File: src/rtl/m_int_pkg.sv
// Shared definitions for the interrupt responder: source count, spurious
// index, acknowledge FSM states and the in-service blocking rule.
// Optional feature macro: INT_NESTING_EN (nested priority servicing).
package m_int_pkg;

    localparam int NUM_SRC = 4;
    localparam int IDX_W = 3;
    localparam logic [IDX_W-1:0] SPURIOUS_IDX = 3'b111;

    typedef enum logic [1:0] {
        IDLE = 2'd0,
        ACK1 = 2'd1,
        GAP  = 2'd2,
        ACK2 = 2'd3
    } m_int_state_e;

    // Returns a per-source mask of sources currently blocked by in-service bits.
    function automatic logic [NUM_SRC-1:0] blockMask(input logic [NUM_SRC-1:0] inService);
        logic [NUM_SRC-1:0] blk;
`ifdef INT_NESTING_EN
        logic acc;
        acc = 1'b0;
        for (int i = 0; i < NUM_SRC; i++) begin
            // Source i is blocked when it or any higher-priority source is in service.
            acc = acc | inService[i];
            blk[i] = acc;
        end
`else
        // Any source in service blocks everything until its end-of-interrupt.
        blk = {NUM_SRC{|inService}};
`endif
        return blk;
    endfunction

endpackage

File: src/rtl/m_int_prio.sv
// Fixed-priority encoder: bit 0 of the masked request vector wins.
module m_int_prio
    import m_int_pkg::*;
(
    input  logic [NUM_SRC-1:0] maskedReq,
    output logic               winValid,
    output logic [1:0]         winIdx
);

    // Scan from lowest priority upward so the lowest set index is the last write.
    always_comb begin
        winValid = 1'b0;
        winIdx   = 2'd0;
        for (int i = NUM_SRC - 1; i >= 0; i--) begin
            if (maskedReq[i]) begin
                winValid = 1'b1;
                winIdx   = 2'(i);
            end
        end
    end

endmodule

File: src/rtl/m_int_responder.sv
// Four-source interrupt responder with a two-pulse INTA acknowledge sequence.
// The winning source index is frozen on the first INTA pulse and presented as
// {vec_base[7:3], idx} while the second pulse is low.
// Optional feature macro: INT_NESTING_EN (higher priority may nest over
// lower-priority in-service sources; otherwise any in-service source blocks all).
//
// dbgState mirrors the acknowledge FSM state for observation.
module m_int_responder
    import m_int_pkg::*;
(
    input  logic               MasterClock,
    input  logic               RESETL,
    input  logic [NUM_SRC-1:0] src_req,
    input  logic [NUM_SRC-1:0] src_en,
    input  logic [7:0]         vec_base,
    input  logic               INTAL,
    input  logic               eoi,
    input  logic [1:0]         eoi_src,
    output logic               INTR,
    output logic [7:0]         vec_out,
    output logic               vec_oe,
    output logic [NUM_SRC-1:0] pending,
    output logic [NUM_SRC-1:0] in_service,
    output m_int_state_e       dbgState
);

    m_int_state_e       state;
    m_int_state_e       stateNext;
    logic               ack1Entry;
    logic               ack2Entry;
    logic [NUM_SRC-1:0] maskedReq;
    logic               winValid;
    logic [1:0]         winIdx;
    logic [IDX_W-1:0]   idxQ;
    logic [NUM_SRC-1:0] acceptMask;
    logic [NUM_SRC-1:0] eoiMask;

    assign dbgState  = state;
    assign maskedReq = pending & src_en & ~blockMask(in_service);

    m_int_prio uPrio (
        .maskedReq (maskedReq),
        .winValid  (winValid),
        .winIdx    (winIdx)
    );

    // Next-state logic: each INTAL level change advances one step of the sequence.
    always_comb begin
        stateNext = state;
        ack1Entry = 1'b0;
        ack2Entry = 1'b0;
        case (state)
            IDLE: if (!INTAL) begin
                stateNext = ACK1;
                ack1Entry = 1'b1;
            end
            ACK1: if (INTAL) stateNext = GAP;
            GAP: if (!INTAL) begin
                stateNext = ACK2;
                ack2Entry = 1'b1;
            end
            ACK2: if (INTAL) stateNext = IDLE;
            default: stateNext = IDLE;
        endcase
    end

    // Acceptance clears pending and sets in-service only for a real source.
    always_comb begin
        acceptMask = '0;
        eoiMask    = '0;
        if (ack2Entry && (idxQ != SPURIOUS_IDX)) acceptMask[idxQ[1:0]] = 1'b1;
        if (eoi) eoiMask[eoi_src] = 1'b1;
    end

    // FSM state register.
    always_ff @(posedge MasterClock) begin
        if (!RESETL) state <= IDLE;
        else         state <= stateNext;
    end

    // INTR is raised only while idle with a winner and dropped on the first INTA low.
    always_ff @(posedge MasterClock) begin
        if (!RESETL) INTR <= 1'b0;
        else         INTR <= (state == IDLE) && INTAL && winValid;
    end

    // Freeze the winner at the first INTA pulse; no winner means spurious.
    always_ff @(posedge MasterClock) begin
        if (!RESETL)        idxQ <= SPURIOUS_IDX;
        else if (ack1Entry) idxQ <= winValid ? {1'b0, winIdx} : SPURIOUS_IDX;
    end

    // Vector drive: enabled for exactly the cycles spent in ACK2.
    always_ff @(posedge MasterClock) begin
        if (!RESETL) begin
            vec_oe  <= 1'b0;
            vec_out <= 8'h00;
        end else begin
            vec_oe <= (stateNext == ACK2);
            if (ack2Entry) vec_out <= {vec_base[7:3], idxQ};
        end
    end

    // Status latches: a new request wins over acceptance; a new acceptance wins over eoi.
    always_ff @(posedge MasterClock) begin
        if (!RESETL) begin
            pending    <= '0;
            in_service <= '0;
        end else begin
            pending    <= (pending & ~acceptMask) | src_req;
            in_service <= (in_service & ~eoiMask) | acceptMask;
        end
    end

endmodule
File: config.mk
export PLATFORM = sky130hd
export DESIGN_NAME = m_int_responder
export DESIGN_NICKNAME = d
export VERILOG_FILES = /design/src/rtl/m_int_pkg.sv /design/src/rtl/m_int_prio.sv /design/src/rtl/m_int_responder.sv
export SDC_FILE = /design/constraint.sdc
export NUM_CORES = 1
export LEC_CHECK = 0
export BUFFER_PORTS_ARGS = -buffer_cell sky130_fd_sc_hd__buf_2
export CORE_MARGIN = 2
export CORE_UTILIZATION = 35
export DETAILED_ROUTE_END_ITERATION = 16
export PLACE_DENSITY = 0.64
export SLEW_MARGIN = 20
export SYNTH_ARGS = -nofsm -noshare
export SYNTH_HDL_FRONTEND = slang
export SYNTH_SLANG_ARGS = --single-unit
File: constraint.sdc
create_clock -name MasterClock -period 1.5 [get_ports MasterClock]
set_input_delay 0.45 -clock MasterClock [delete_from_list [all_inputs] [get_ports MasterClock]]
set_output_delay 0.45 -clock MasterClock [all_outputs]
set_load 0.005 [all_outputs]
==> results by group, run 1 <==
Floorplanning
  • Boundary Pins: between 40 and 50
  • Core Region: ~2500 um2
  • Die area: 3020 um2
  • Die H: 54.9 um
  • Die W: 54.9 um
  • Row Count: 18
  • Initial Util: 36.7%

Critical path
  • Worst path top cell family by delay: simple AND/OR/NAND/NOR gates
  • Critical Path, Cell by Cell: or4_4, buf_4, nor3_1, and4_1
  • Worst path bufs/invs: 1
  • CP Max Fanout: 2
  • CP required: 1.76 ns
  • Critical Setup Path Class: reg -> reg
  • CP max-delay cell: or4_4
  • Crit path DAT: 1.69 ns
  • Worst setup SP type: register
  • CP Capture Type: register
  • Slowest Stage Delay on Critical Path: roughly 0.56 ns

Yosys
  • Top-area cell type share of the netlist area: between 50% and 60%
  • Post-Synthesis Cell Area: 908 um2
  • Ys Warns: 0
  • Synthesized flop and latch total: 23
  • Cells taking the most area after synthesis: dfxtp_1 51%, nand2_1 8.3%, a21oi_1 7.7%
  • Seq/Total Area, Yosys: 50.7%
  • Mapped Nets: 125
  • Synth cell types: 34
  • Cell accounting for the most synthesized area: dfxtp_1
  • Post-synthesis cell count: 103
  • Syn Area/Cell: roughly 9 um2

Clock tree
  • CTS tree: built
  • Clock buffer depth: 2
  • Cts hold-fix bufs: 0
  • CTS clk-pin slew, worst paths: 0.13 ns
  • Clock Latency Late Sink: 0.32 ns
  • H-tree depth: 1
  • Setup bufs post-CTS: 0
  • Clk root buf: clkbuf_4
  • Num CTS Buffers: 3
  • CTS Sinks: 23

Drt
  • Drt via density: 5.11
  • DR vias: 940
  • Drt wl/cell: 12.0 um
  • Initial DRT Pass Iterations: 4
  • Final antenna-violating net count: 0
  • Routed wire length: 2.21 mm
  • Initial DRC count: 11
  • Drt drc: 0

Timing
  • Crit share post-route: a little over nine tenths
  • Fin. max-slew vios: 0
  • Setup ws final: 0.0707 ns
  • Relative slew margins: 81.4%
  • # setup viols final: 0
  • Tightest Pin Transition: 0.276 ns
  • Total negative setup slack: 0 ns
  • Final Hold Fails: 0
  • Worst clock skew: between 0.01 and 0.015 ns
  • Min Clock Period, post-route: around 1.4 ns
  • Unrepaired setup endpoints after global routing: false
  • Fmax: 700 MHz

Power
  • Worst vdd ir: 0.000497 V
  • Power density cells: 869 nW/um2
  • Leak: 0.570 nW

Global routing
  • Largest net degree at the start of global routing: 14
  • Total gr overflow: 0
  • GRT Util Overall: 16.3%
  • Vias in the first global route: 833
  • First-pass GRT wire length: 3.46 mm
  • Initial antenna violation count: 0

Worst hold path
  • Worst min path class: in -> reg

Cells and area
  • Filler cells: 252
  • Share of layout cells above drive strength 1: 38.3%
  • Antenna Cells: 0
  • P&R area growth vs syn: 38.3%
  • NumNets Final: 177

Outcome
  • Status: finished, final reports clean

Place
  • Pre-CTS setup slack: -0.0363 ns
  • Number of port buffers: 38
  • Detailed Place HPWL: between 1.5 and 2 mm
  • Placer Congestion: 0.756

Flow run
  • Max Cap Violations: 0
[sequential cells by signal (all words and copies together) (netlist names)]
name and cells:
pending 4, idxQ 3, dbgState 2, in_service 4
vec_out 8, INTR 1, vec_oe 1
[layout by cell type (no fill, tap or decap), drive strengths merged]
master,count
nand2,20
nand3,1
nand2b,1
xor2,1
clkbuf,3
a22o,2
and4,1
or4,1
dfxtp,23
o21a,1
a22oi,1
or3,1
nand4b,1
nor2,4
and2,2
nand3b,2
a21boi,1
a31oi,1
a21oi,15
buf,52
nor3,4
nor2b,3
nor4b,1
inv,1
a32o,1
o31ai,1
nor3b,2
a221o,1
clkinv,1
or3b,1
o21ai,4
[worst paths after layout]
check | slack (ns) | from | end | cells after the start
max | 0.07 | in_service[2]$_SDFF_PN0_ | INTR$_SDFF_PN0_ | 4
min | 0.33 | src_req[1] | pending[1]$_SDFF_PN0_ | 2
max reg2reg | 0.07 | in_service[2]$_SDFF_PN0_ | INTR$_SDFF_PN0_ | 4
min reg2reg | 0.46 | vec_out[6]$_SDFFE_PN0P_ | vec_out[6]$_SDFFE_PN0P_ | 2
[stage by stage]
stage	hold slack (ns)	instances	util [%]	cell area (um2)	power [mW]
finish	0.326	184	50.7	1260	1.09
global route	0.335	184	50.7	1260	1.15
CTS	0.323	184	50.2	1240	1.10
detailed placement	0.447	180	48.8	1210	0.810
global placement	0.439	180	48.8	1210	0.806
floorplan	0.440	103	-	908	0.733
[power by group]
part	total (mW)	leakage, nW	switching [mW]	internal, mW
clock	0.291	0.0177	0.191	0.0999
sequential	0.655	0.188	0.0201	0.635
combinational	0.145	0.365	0.0674	0.0781
[worst register-to-register path: stages (launching register included)]
cell     delay [ns]
dfxtp_1        0.34
or4_4          0.56
buf_4          0.16
nor3_1         0.12
and4_1         0.20
[cell usage after synthesis, drive strengths merged]
cell	n
or3	1
nand2b	1
a32o	1
nand3	1
inv	1
o31ai	1
nor4b	1
nand2	20
nand3b	2
nand4b	1
a31oi	1
or4	1
and4	1
a21oi	15
xor2	1
nor3	4
nor2b	3
a221o	1
nor3b	2
nor2	4
a22oi	1
a21boi	1
clkbuf	1
o21ai	4
o21a	1
dfxtp	23
buf	4
a22o	2
or3b	1
and2	2
[timing repair]
action,4_1_cts,5_1_grt
setup endpoints to repair,2,2
gates resized for setup,1,2
pin swaps,0,0
[layout make-up]
cell class | instances | area, um2 | share of cell area (%)
timing repair buffer | 52 | 295 | 23.5
clock buffer | 3 | 22.5 | 1.79
clock inverter | 1 | 5.00 | 0.398
tap | 30 | 37.5 | 2.99
inverter | 1 | 3.75 | 0.299
multi-input combinational | 74 | 432 | 34.4
sequential | 23 | 460 | 36.7
[logic make-up after synthesis]
group,share of synthesized area (%)
buffers and inverters,3.86
xor gates and xnor gates,0.964
AOI/OAI and AO/OA,19.0
and+or+nand+nor,25.5
DFF,50.7
[per-layer routing]
metal,track usage [%],vias up,routed length [um]
li1,-,467,-
met1,18.7,444,923
met2,28.2,24,1130
met3,2.69,5,92
met4,9.76,0,57
met5,0,-,0
No activity file was read; power rests on OpenSTA's default activity.
==> run 2: changes to the inputs <==
Settings changed: BUFFER_PORTS_ARGS -buffer_cell sky130_fd_sc_hd__buf_2 to not set, DONT_BUFFER_PORTS set to 1, PLACE_DENSITY 0.64 to 0.5.
==> results by group, run 2 (synthesis gave the netlist of run 1 again) <==
Outcome
  • Status: finished, final reports clean

Critical path
  • Slowest Stage Delay on Critical Path: 0.49 ns
  • CP Max Fanout: 7
  • Critical path depth: 1
  • Worst setup SP type: register
  • Crit path DAT: 0.98 ns
  • CP max-delay cell: dfxtp_1
  • CP Capture Type: primary output
  • Critical Path, Cell by Cell: buf_4
  • Worst Reg-to-Reg Cells: 3
  • Worst path top cell family by delay: flip-flops
  • CP required: 1.05 ns
  • Worst path bufs/invs: 1
  • Critical Setup Path Class: reg -> out

Timing
  • Fmax: 701 MHz
  • Relative slew margins: 71.6%
  • Min Clock Period, post-route: about 1.4 ns
  • Worst clock skew: between 0.009 and 0.01 ns
  • Crit share post-route: a little over nine tenths
  • Setup ws final: 0.0742 ns
  • # setup viols final: 0
  • Unrepaired setup endpoints after global routing: false
  • Tightest Pin Transition: 0.425 ns
  • Fin. max-slew vios: 0
  • Final Hold Fails: 0

Place
  • Detailed Place HPWL: 1.50 mm
  • Placer Congestion: 0.679
  • Pre-CTS setup slack: -0.00642 ns
  • DP Area: 982 um2
  • Placed insts: roughly 140
  • Number of port buffers: 0

Cells and area
  • NumNets Final: approximately 130
  • Commonest non-fill, non-tap cells in the layout: 23 x dfxtp_1, 20 x nand2_1, 14 x a21oi_1
  • Filler cells: 279
  • P&R area growth vs syn: 12.8%
  • Final core utilization: approximately two fifths
  • Largest regs: vec_out (8), in_service (4), pending (4)
  • Max FFs per register: 8
  • Share of layout cells above drive strength 1: 15.3%
  • Commonest non-fill, non-tap cell in the layout: dfxtp_1
  • Seq. cell area: between 400 and 500 um2
  • Cell area after layout: 1020 um2
  • Footprint of the multi-input gates: approximately 430 um2
  • Biggest register: vec_out
  • Antenna Cells: 0
  • Final cell count without fillers: 141

Global routing
  • Initial antenna violation count: 0
  • Met2 Resource Use GR: between 20% and 30%
  • Layer with the highest usage: met2
  • First-pass GRT wire length: 3.10 mm
  • Vias in the first global route: 721
  • Met1 GRT Util: 16.4%
  • Total gr overflow: 0
  • GRT Util Overall: 14.4%
  • Largest net degree at the start of global routing: 15
  • Routing usage on met3: 5.65%

Floorplanning
  • Die area: 3020 um2
  • Row Count: 18
  • Boundary Pins: 42
  • Initial Util: 36.7%
  • Die W: 54.9 um
  • Die H: 54.9 um
  • Core Region: 2480 um2

Drt
  • Drt via density: 5.39
  • Drt wl/cell: around 14 um
  • Routed wire length: between 1.5 and 2 mm
  • Final antenna-violating net count: 0
  • DR vias: 760
  • Drt drc: 0
  • Initial DRC count: 4
  • Initial DRT Pass Iterations: 4

Worst hold path
  • Worst hold path cell count: 1
  • Worst min path class: in -> reg

Power
  • Power density cells: 1000 nW/um2
  • Worst vdd ir: 0.000517 V
  • Power Total: 1.03 mW
  • Leak: 0.367 nW

Flow run
  • Max Cap Violations: 0

Clock tree
  • Cts hold-fix bufs: 0
  • H-tree depth: 1
  • Clock buffer depth: 2
  • CTS tree: built
  • Num CTS Buffers: 3
  • CTS Sinks: 23
  • CTS clk-pin slew, worst paths: 0.13 ns
  • Clk root buf: clkbuf_4
  • Clock Latency Late Sink: 0.31 ns
==> run 2: repair_timing <==
item / CTS / global route
setup buffers: 0 / 0
resized for setup: 1 / 2
gates cloned: 0 / 0
setup endpoints to repair: 2 / 1
==> run 2: routing by layer <==
metal  up-vias  wire length, um
met5         -                0
met1       349              850
li1        380                -
met2        29              947
met3         2              185
met4         0               15
==> run 2: path summary, 6_finish.rpt <==
check,startpoint,endpoint,slack [ns]
setup / recovery,dbgState[1]$_SDFF_PN0_,dbgState[1],0.07
hold / removal,INTAL,dbgState[0]$_SDFF_PN0_,0.22
setup reg to reg,dbgState[1]$_SDFF_PN0_,in_service[0]$_SDFF_PN0_,0.10
hold reg to reg,vec_out[5]$_SDFFE_PN0P_,vec_out[5]$_SDFFE_PN0P_,0.48
==> run 2: cell type report <==
class / instances / area share [%]
clock inverter: 1 / 0.488
sequential: 23 / 44.9
multi-input combinational: 74 / 41.8
inverter: 1 / 0.366
tap: 30 / 3.66
timing repair buffer: 9 / 6.59
clock buffer: 3 / 2.20
==> run 2: power by group <==
part | internal, mW | leakage, nW | total, mW | switching (mW)
Combinational | 0.0418 | 0.162 | 0.0782 | 0.0364
Sequential | 0.635 | 0.188 | 0.664 | 0.0284
Clock | 0.0994 | 0.0177 | 0.284 | 0.184
Total | 0.776 | 0.367 | 1.03 | 0.249
==> run 2: stage by stage <==
stage | hold slack [ns] | setup TNS, ns
floorplan | 0.440 | 0
global placement | 0.462 | 0
detailed placement | 0.467 | -0.00657
CTS | 0.211 | 0
global route | 0.201 | 0
finish | 0.217 | 0
==> run 3: changes to the inputs <==
Settings changed: CELL_PAD_IN_SITES_DETAIL_PLACEMENT set to 1, CELL_PAD_IN_SITES_GLOBAL_PLACEMENT set to 1, PLACE_DENSITY 0.5 to 0.65, SLEW_MARGIN 20 to not set.
==> results by group, run 3 (synthesis gave the netlist of run 1 again) <==
Timing
  • Min Clock Period, post-route: 1.43 ns
  • Final Hold Fails: 0
  • Fmax: 700 MHz
  • Tightest Pin Transition: 0.287 ns
  • Worst clock skew: 0.00392 ns
  • Relative slew margins: 80.7%
  • Fin. max-slew vios: 0
  • # setup viols final: 0
  • Crit share post-route: 95.3%
  • Unrepaired setup endpoints after global routing: false
  • Worst hold margin: 0.215 ns

Global routing
  • Total gr overflow: 0
  • Met1 GRT Util: 21.9%
  • Vias in the first global route: 768
  • Initial antenna violation count: 0
  • Layer with the highest usage: met2
  • First-pass GRT wire length: 3.51 mm
  • GRT Util Overall: 16.6%
  • Met2 Resource Use GR: 25.0%
  • Routing usage on met3: 5.11%
  • Largest net degree at the start of global routing: 13

Critical path
  • Worst setup SP type: register
  • RR Startpoint: in_service[2]$_SDFF_PN0_
  • Crit path DAT: 1.69 ns
  • CP Capture Type: register
  • Critical Path Start: in_service[2]$_SDFF_PN0_
  • CP Max Fanout: 2
  • Critical Setup Path Class: reg -> reg
  • Worst Reg-to-Reg Cells: 4
  • Worst r2r dst: INTR$_SDFF_PN0_
  • Flop2flop setup slack: around 0.07 ns
  • CP required: roughly 1.8 ns

Cells and area
  • Max FFs per register: 8
  • Biggest register: vec_out
  • Commonest non-fill, non-tap cells in the layout: 22 x dfxtp_1, 20 x nand2_1, 14 x a21oi_1
  • Antenna Cells: 0
  • Commonest non-fill, non-tap cell in the layout: dfxtp_1
  • P&R area growth vs syn: 13.1%
  • Share of layout cells above drive strength 1: roughly 15%
  • Largest regs: vec_out (8), in_service (4), pending (4)
  • Final cell count without fillers: between 100 and 150
  • Cell area after layout: 1030 um2
  • NumNets Final: 135

Drt
  • Routed wire length: between 2 and 2.5 mm
  • Drt wl/cell: 15.6 um
  • Drt via density: 5.40
  • DR vias: 767
  • Final antenna-violating net count: 0
  • Initial DRC count: 5
  • Drt drc: 0
  • Initial DRT Pass Iterations: 2

Power
  • Clock power share: between 20% and 30%
  • Power Total: 1.03 mW
  • Power density cells: 1000 nW/um2
  • Worst vdd ir: 0.000498 V
  • Sw power: 250 uW
  • Flop pwr share: between 60% and 70%
  • Net Sw Frac: 24.2%
  • Comb pwr share: around 8%
  • Internal: 782 uW
  • Leak: ~0.37 nW

Worst hold path
  • Hold Path Sink: dbgState[0]$_SDFF_PN0_
  • Worst hold path cell count: 1
  • HP Start: INTAL
  • Worst min path class: in -> reg

Floorplanning
  • Die H: between 50 and 60 um
  • Die W: 54.9 um
  • Core Region: 2480 um2
  • Initial Util: 36.7%
  • Boundary Pins: 42
  • Row Count: 18
  • Die area: 3020 um2

Place
  • Number of port buffers: 0
  • Detailed Place HPWL: 1.69 mm
  • Placer Congestion: between 0.7 and 0.8
  • DP Area: 990 um2
  • Placed insts: ~140

Clock tree
  • Clock Latency Late Sink: 0.31 ns
  • Num CTS Buffers: 3
  • H-tree depth: 1
  • Cts hold-fix bufs: 0
  • CTS tree: built
  • CTS Sinks: 23
  • Clock buffer depth: 2
  • Setup bufs post-CTS: 0
  • CTS clk-pin slew, worst paths: 0.13 ns
  • Post_cts resized: 1
  • Clk root buf: clkbuf_4

Flow run
  • Max Cap Violations: 0

Outcome
  • Status: finished, final reports clean
run 3: changes by cell type in the layout (fill, tap and decap cells not counted), sizes merged:
cell	before	now
buf	9	10
clkbuf	3	4
clkinv	1	0
run 3: power groups by stage:
stage               registers, mW  logic, mW  clock network (mW)
finish                      0.663     0.0826               0.287
global route                0.668     0.0939               0.338
CTS                         0.663     0.0837               0.305
detailed placement          0.676     0.0828                   0
global placement            0.675     0.0796                   0
floorplan                   0.668     0.0651                   0
run 3: routing by layer:
metal | wire length [um] | part of all wire (%)
met2 | 1030 | 46
met3 | 162 | 7.3
met5 | 0 | 0
met4 | 37 | 1.7
met1 | 987 | 45
run 3: how the worst max path moves through the flow:
stage / cells after the start / end
6_report: 4 / INTR$_SDFF_PN0_
5_1_grt: 4 / INTR$_SDFF_PN0_
3_5_place_dp: 3 / idxQ[0]$_SDFFE_PN1P_
2_1_floorplan: 5 / in_service[0]$_SDFF_PN0_
3_3_place_gp: 3 / idxQ[2]$_SDFFE_PN1P_
4_1_cts: 4 / INTR$_SDFF_PN0_
run 3: per-stage QoR:
step	TNS [ns]	setup WS (ns)	utilization, %
floorplan	0	0.0629	-
global placement	0	0.0341	39.9
detailed placement	-0.0760	-0.0425	39.9
CTS	0	0.0201	41.3
global route	0	0.00951	41.5
finish	0	0.0710	41.5
run 3: area by class of cell:
cell class,count,area (um2)
inverter,1,3.75
tap,30,37.5
multi-input combinational,74,423
sequential,23,462
timing repair buffer,10,75.1
clock buffer,4,26.3
fill,325,1450
run 3: worst max-delay path, cell delays in order, from the launching register on:
cell	delay [ns]
dfxtp_1	0.34
or4_4	0.54
buf_4	0.15
nor3_1	0.14
and4_1	0.20
